## src/rtl/ysyx_24100005_lsu.sv

```systemverilog
// Load/store unit: one outstanding access on a req/gnt + rvalid memory bus,
// with RV funct3 size decode, lane placement/extraction, and an access timeout.
module ysyx_24100005_lsu #(
    parameter int DATA_W  = 32,
    parameter int ADDR_W  = 32,
    parameter int TIMEOUT = 255
) (
    input  logic                  clk,
    input  logic                  rst,
    input  logic                  in_valid,
    output logic                  in_ready,
    input  logic                  in_store,
    input  logic [2:0]            in_funct3,
    input  logic [ADDR_W-1:0]     in_addr,
    input  logic [DATA_W-1:0]     in_wdata,
    output logic                  mem_req,
    output logic                  mem_we,
    output logic [ADDR_W-1:0]     mem_addr,
    output logic [DATA_W-1:0]     mem_wdata,
    output logic [DATA_W/8-1:0]   mem_wmask,
    input  logic                  mem_gnt,
    input  logic                  mem_rvalid,
    input  logic [DATA_W-1:0]     mem_rdata,
    output logic                  out_valid,
    input  logic                  out_ready,
    output logic [DATA_W-1:0]     out_rdata,
    output logic [1:0]            out_err
);

    localparam int STRB_W = DATA_W / 8;
    localparam int LANE_W = $clog2(STRB_W);
    localparam int CNT_W  = 16;
    localparam logic [CNT_W-1:0] TMO = CNT_W'(TIMEOUT);

    localparam logic [1:0] ERR_OK      = 2'd0;
    localparam logic [1:0] ERR_MISALIGN = 2'd1;
    localparam logic [1:0] ERR_TIMEOUT = 2'd2;
    localparam logic [1:0] ERR_ILLEGAL = 2'd3;

    typedef enum logic [1:0] {
        S_IDLE,
        S_REQ,
        S_WAIT,
        S_RESP
    } state_t;

    state_t               state_q, state_d;
    logic                 store_q, store_d;
    logic [2:0]           funct3_q, funct3_d;
    logic [ADDR_W-1:0]    addr_q, addr_d;
    logic [DATA_W-1:0]    wdata_q, wdata_d;
    logic [CNT_W-1:0]     cnt_q, cnt_d;
    logic [DATA_W-1:0]    rdata_q, rdata_d;
    logic [1:0]           err_q, err_d;

    logic [CNT_W-1:0]     cnt_inc;
    logic [LANE_W-1:0]    lane_q;
    logic [7:0]           size_mask;
    logic [STRB_W-1:0]    wmask_full;
    logic [DATA_W-1:0]    wdata_shift;
    logic [DATA_W-1:0]    wdata_gated;
    logic [DATA_W-1:0]    load_ext;
    logic                 wr_active;

    function automatic logic is_legal(input logic store, input logic [2:0] f3);
        logic ok;
        case (f3)
            3'b000, 3'b001, 3'b010: ok = 1'b1;
            3'b011:                 ok = (DATA_W == 64);
            3'b100, 3'b101:         ok = !store;
            3'b110:                 ok = !store && (DATA_W == 64);
            default:                ok = 1'b0;
        endcase
        return ok;
    endfunction

    function automatic logic is_misaligned(input logic [2:0] f3, input logic [2:0] a);
        logic bad;
        case (f3[1:0])
            2'd1:    bad = a[0];
            2'd2:    bad = |a[1:0];
            2'd3:    bad = |a[2:0];
            default: bad = 1'b0;
        endcase
        return bad;
    endfunction

    // Shift the field to the top, then shift back arithmetically or logically
    // so one path covers every byte/half/word size and sign choice.
    function automatic logic [DATA_W-1:0] extend_load(input logic [2:0] f3,
                                                      input logic [DATA_W-1:0] raw,
                                                      input logic [LANE_W-1:0] lane);
        logic [DATA_W-1:0] field;
        logic [DATA_W-1:0] top;
        int pad;
        field = raw >> {lane, 3'b000};
        pad   = DATA_W - (8 << f3[1:0]);
        if (pad < 0) pad = 0;
        top = field << pad;
        if (f3[2]) return top >> pad;
        else       return $unsigned($signed(top) >>> pad);
    endfunction

    assign cnt_inc  = cnt_q + 1'b1;
    assign lane_q   = addr_q[LANE_W-1:0];
    assign load_ext = extend_load(funct3_q, mem_rdata, lane_q);

    always_comb begin
        case (funct3_q[1:0])
            2'd0:    size_mask = 8'h01;
            2'd1:    size_mask = 8'h03;
            2'd2:    size_mask = 8'h0F;
            default: size_mask = 8'hFF;
        endcase
    end

    assign wmask_full  = size_mask[STRB_W-1:0] << lane_q;
    assign wdata_shift = wdata_q << {lane_q, 3'b000};

    // Bytes outside the enabled lanes are driven to zero.
    generate
        for (genvar gi = 0; gi < STRB_W; gi++) begin : g_lane
            assign wdata_gated[gi*8 +: 8] = wmask_full[gi] ? wdata_shift[gi*8 +: 8] : 8'h00;
        end
    endgenerate

    assign in_ready  = (state_q == S_IDLE);
    assign mem_req   = (state_q == S_REQ);
    assign wr_active = mem_req && store_q;
    assign mem_we    = wr_active;
    assign mem_wmask = wr_active ? wmask_full : '0;
    assign mem_wdata = wr_active ? wdata_gated : '0;
    assign mem_addr  = {addr_q[ADDR_W-1:LANE_W], {LANE_W{1'b0}}};
    assign out_valid = (state_q == S_RESP);
    assign out_rdata = rdata_q;
    assign out_err   = err_q;

    always_comb begin
        state_d  = state_q;
        store_d  = store_q;
        funct3_d = funct3_q;
        addr_d   = addr_q;
        wdata_d  = wdata_q;
        cnt_d    = cnt_q;
        rdata_d  = rdata_q;
        err_d    = err_q;
        case (state_q)
            S_IDLE: begin
                if (in_valid) begin
                    store_d  = in_store;
                    funct3_d = in_funct3;
                    addr_d   = in_addr;
                    wdata_d  = in_wdata;
                    cnt_d    = '0;
                    rdata_d  = '0;
                    err_d    = ERR_OK;
                    if (!is_legal(in_store, in_funct3)) begin
                        err_d   = ERR_ILLEGAL;
                        state_d = S_RESP;
                    end else if (is_misaligned(in_funct3, in_addr[2:0])) begin
                        err_d   = ERR_MISALIGN;
                        state_d = S_RESP;
                    end else begin
                        state_d = S_REQ;
                    end
                end
            end
            S_REQ: begin
                cnt_d = cnt_inc;
                if (cnt_inc == TMO) begin
                    rdata_d = '0;
                    err_d   = ERR_TIMEOUT;
                    state_d = S_RESP;
                end else if (mem_gnt) begin
                    state_d = S_WAIT;
                end
            end
            S_WAIT: begin
                cnt_d = cnt_inc;
                // Data arriving on the final allowed cycle still completes the access.
                if (mem_rvalid) begin
                    rdata_d = store_q ? '0 : load_ext;
                    err_d   = ERR_OK;
                    state_d = S_RESP;
                end else if (cnt_inc == TMO) begin
                    rdata_d = '0;
                    err_d   = ERR_TIMEOUT;
                    state_d = S_RESP;
                end
            end
            S_RESP: begin
                if (out_ready) state_d = S_IDLE;
            end
            default: state_d = S_IDLE;
        endcase
    end

    always_ff @(posedge clk or negedge rst) begin
        if (!rst) begin
            state_q  <= S_IDLE;
            store_q  <= 1'b0;
            funct3_q <= '0;
            addr_q   <= '0;
            wdata_q  <= '0;
            cnt_q    <= '0;
            rdata_q  <= '0;
            err_q    <= ERR_OK;
        end else begin
            state_q  <= state_d;
            store_q  <= store_d;
            funct3_q <= funct3_d;
            addr_q   <= addr_d;
            wdata_q  <= wdata_d;
            cnt_q    <= cnt_d;
            rdata_q  <= rdata_d;
            err_q    <= err_d;
        end
    end

endmodule

```

## config.mk

```make
export PLATFORM = sky130hd
export DESIGN_NAME = ysyx_24100005_lsu
export DESIGN_NICKNAME = d
export VERILOG_FILES = /design/src/rtl/ysyx_24100005_lsu.sv
export SDC_FILE = /design/constraint.sdc
export NUM_CORES = 1
export LEC_CHECK = 0
export BUFFER_PORTS_ARGS = -buffer_cell sky130_fd_sc_hd__buf_2
export CORE_AREA = 2 2 143 145
export DETAILED_ROUTE_END_ITERATION = 10
export DIE_AREA = 0 0 145 147
export SLEW_MARGIN = 20
export SYNTH_ARGS = -nofsm -noshare
export SYNTH_HDL_FRONTEND = slang
export SYNTH_SLANG_ARGS = --single-unit
```

## constraint.sdc

```tcl
create_clock -name clk -period 6.7 [get_ports clk]
set_input_delay 1.34 -clock clk [delete_from_list [all_inputs] [get_ports clk]]
set_output_delay 1.34 -clock clk [all_outputs]
set_load 0.02 [all_outputs]
```

After elaboration in Yosys (flattened, before gate mapping)
Index checks and enable logic that the tools add are counted.
Word-level totals
  flip-flop bits (word level): 120
  input bits: 106
  output and inout bits: 106
  word-level logic and storage cells: 89
Operators by class
  add/subtract/negate cells: 2
  magnitude comparators: 1
  eq/ne operators: 17
  shift operators: 7
  mux-type cells: 38
  reduce and logical (&&, ||, !) cells: 16
Operator list (number)
  $mux 32: 7
  $pmux 32 s3: 1
  $lt 32x1->1 const B: 1
  $mux 8: 4
  $pmux 16 s2: 1
  $shl 32x32->32: 1
  $shl 32x5->32: 1
  $shl 4x2->32 const A: 1
  $shr 32x32->32: 1
  $shr 32x5->32: 1
  $sshr 32x32->32: 1
  $sub 7x32->32 const A: 1
  $mux 2: 12
  $add 16x1->16 const B: 1
  $eq 16x8->1 const B: 1
  $mux 16: 1
  $pmux 4 s3: 1
  $eq 2x2->1 const B: 5
  $pmux 2 s4: 1
  $eq 2x1->1 const B: 3
  $eq 3x3->1 const B: 2
  $mux 1: 6
  $pmux 2 s3: 1
  $reduce_and 2->1: 3
  19 further kinds: 23

Longest topological paths before layout
  depth after elaboration: 12
  gate-level depth with buffers: 10
  gate-level depth less buffers: 9

Least setup slack after synthesis
Ideal clock, no wire load.
  path kind: flip-flop to output port
  from: reg addr_q[1]
  to: out mem_wdata[24]
  arrival: 2.163 ns
  data required time: 5.360 ns
  slack: 3.197 ns
  cell stages (with the launch flop): 6
  buffers on the path: 3
  path through: dfrtp_1 -> clkbuf_1 -> buf_2 -> buf_1 -> o211ai_1 -> a211oi_1
On the way
  cells in the longest elaborated chain, start to end: 3
  elaborated cells on any way between the ends: 4
  classes of those cells: 2 x shift; 2 x mux
Ends and longest elaborated chain
  from (decl): line 50  | logic [ADDR_W-1:0] addr_q, addr_d;
  from (signal assigned): line 212  | addr_q <= addr_d;
  $shl 32x5->32 or $shl 4x2->4 (tied branches): line 118, 117
  $mux 8 *: line 123  | assign wdata_gated[gi*8 +: 8] = wmask_full[gi] ? wdata_shift[gi*8 +: 8] : 8'h00;
  $mux 32 *: line 132  | assign mem_wdata = wr_active ? wdata_gated : '0;
  to (decl): line 19  | output logic [DATA_W-1:0] mem_wdata,
Mark *: on every way between the ends. The rest lies on a longest branch, timed or not.

Worst setup path after layout
  from: reg addr_q[0]
  to: out mem_wdata[27]
Same word-level chain as after synthesis.

==> impl_metrics.json <==
{
  "start_util_pct": 34.5,
  "n_antenna_cell": 0,
  "placed_cells": 1091,
  "synth_area_leaders": "dfrtp_1 44%, mux2_2 13%, mux2i_1 5.1%",
  "ys_ff_latch": 120,
  "path_clk_slew_ns": 0.06,
  "area_growth_pct": 24.2,
  "wl_met2_mm": 8.86,
  "p_leak_nw": 4.14,
  "clock_latency_ns": 0.41,
  "synthArstFlopShare_pct": 100,
  "grt_pass1_wl_mm": 30.0,
  "die-area_sq_um": 21300,
  "grt_overflow": 0,
  "yosysTopAreaCellShare_pct": 43.9,
  "grt_pass1_vias": 5440,
  "nNetsFinal": 954,
  "vias_per_cell": 5.11,
  "synth_edf_count": 0,
  "yosys.area.top_type": "dfrtp_1",
  "ios": 212,
  "drv_slew": 0,
  "die_y_microns": 147,
  "setup_ws_ns": 2.46,
  "crit_fanout": 66,
  "clock.fmax_ghz": 0.236,
  "ctsHoldBuffers": 0,
  "fin_tns_setup_ns": 0,
  "wl_met3_mm": 1.32,
  "wl_per_cell_microns": 16.8,
  "fillerInstances": 1925,
  "drc": 0,
  "antenna_left": 0,
  "port_buffers": 209,
  "cts_buffers": 17,
  "root_buffer": "clkbuf_16",
  "post-place-ws_ns": 2.62,
  "hpwl_mm": 13.4,
  "syn_area_sq_um": 6840,
  "status": "finished, final reports clean",
  "grt_max_degree": 69,
  "register_area_sq_um": 3010,
  "max-cap-violations": 0,
  "hold_path_class": "register to register",
  "clkSinkCount": 120,
  "ys_warn_count": 0,
  "ys_top_cells_by_count": "120 x dfrtp_1, 76 x mux2_2, 53 x nor2_1",
  "clock_skew_ns": 0.00800,
  "drt_wl_total_mm": 18.8,
  "p_per_area_nw_per_um2": 490,
  "final_util_pct": 42.8,
  "post_cts_buffers": 0,
  "fin_crit_ns": 4.24,
  "startpoint_type": "register",
  "max-vdd-ir-drop_uv": 219,
  "worstPathArrival_ns": 2.90,
  "seq_area_frac_synth_pct": 43.9,
  "met1_length_mm": 8.28,
  "yosysMostFrequentCell": "dfrtp_1",
  "vias": 5733,
  "cts_resized": 0,
  "synthDistinctLibCells": 60,
  "grt_use_total_pct": 17.8,
  "cp.required_ns": 5.36,
  "holdWs_ns": 0.471,
  "hold_viol": 0,
  "dpl-instance-area_sq_um": 7860,
  "htreeDepth": 4,
  "cts_tree": "yes",
  "top_layer": "met5",
  "die_x_microns": 145,
  "drive_above_1_share_pct": 39.4,
  "syn_avg_cell_area_sq_um": 10.1,
  "total_power_mw": 4.16,
  "gp_congestion": 0.870,
  "placementRows": 52,
  "worst_setup_path_end_kind": "output pin",
  "multi_input_area_sq_um": 3390,
  "drt_iter0_drc": 380,
  "tightest_slew_ns": 0.940,
  "layoutNonFillerInstCount": 1123,
  "stdcell_area_sq_um": 8490,
  "cts_buffer_depth": 2,
  "fin_crit_sh_pct": 63.3,
  "slew_headroom_pct": 37.0,
  "dr.pass1.iters": 5,
  "core_area_sq_um": 19800,
  "ys.flop_type": "dfrtp_1",
  "antenna_found_initial": 4,
  "finalSetupViolCount": 0,
  "worst-setup-path-type": "register to output pin",
  "rsz0062_at_grt": "false",
  "syn_inst": 680
}
[critical path, cell delays in order (launching register included)]
cell and delay (ns):
dfrtp_2 0.61, buf_4 0.60, nor2_1 0.13, nand2_1 0.10, o211ai_1 0.37, a211oi_1 0.41, buf_2 0.23
[per-layer routing]
metal	track usage, %	up-vias
li1	-	2743
met1	22.8	2751
met2	28.7	205
met3	5.53	28
met4	6.04	6
met5	0	-
[flip-flops by register name, indices dropped and copies added (netlist names)]
register and flops:
addr_q 32, out_rdata 32, wdata_q 32, cnt_q 16
funct3_q 3, out_err 2, state_q 2, store_q 1
[cells by family after synthesis]
logic type | Yosys count | share of synthesized area (%)
multiplexers | 111 | 17.6
buffers and inverters | 86 | 6.86
other | 1 | 0.0548
flip-flops | 120 | 43.9
AND/OR/NAND/NOR | 179 | 12.8
adder cells (fa/ha/maj) | 8 | 1.46
XOR/XNOR | 7 | 0.896
AO/OA/AOI/OAI | 168 | 16.4
[final timing paths]
path                              start            end  slack, ns  depth (start not counted)
setup reg to reg             state_q[0]  out_rdata[30]       3.55                          7
max in group asynchronous           rst      addr_q[1]       4.41                          2
min in group asynchronous           rst   out_rdata[1]       0.99                          1
setup / recovery              addr_q[0]  mem_wdata[27]       2.46                          6
hold / removal             out_rdata[8]   out_rdata[8]       0.47                          1
hold reg to reg            out_rdata[8]   out_rdata[8]       0.47                          1
[final cells by class]
class / instances / area share, %
multi-input combinational: 475 / 39.9
sequential: 120 / 35.4
timing repair buffer: 214 / 12.8
clock buffer: 21 / 5.42
tap: 270 / 3.98
clock inverter: 11 / 2.00
inverter: 12 / 0.530
[where the power goes]
part           switching (mW)  internal (mW)
clock                   0.348          0.643
sequential              0.239          0.994
combinational            1.17          0.769
total                    1.76           2.41
[cell usage in the layout (no fill, tap or decap), types with 17 or more instances in the layout]
cell and instances:
a211oi_1 17, a21oi_1 34, buf_2 208, clkbuf_16 17, dfrtp_1 118, mux2_2 76
mux2i_1 35, nand2_1 50, nor2_1 53, o21ai_0 47
No activity file was read; power rests on OpenSTA's default activity.
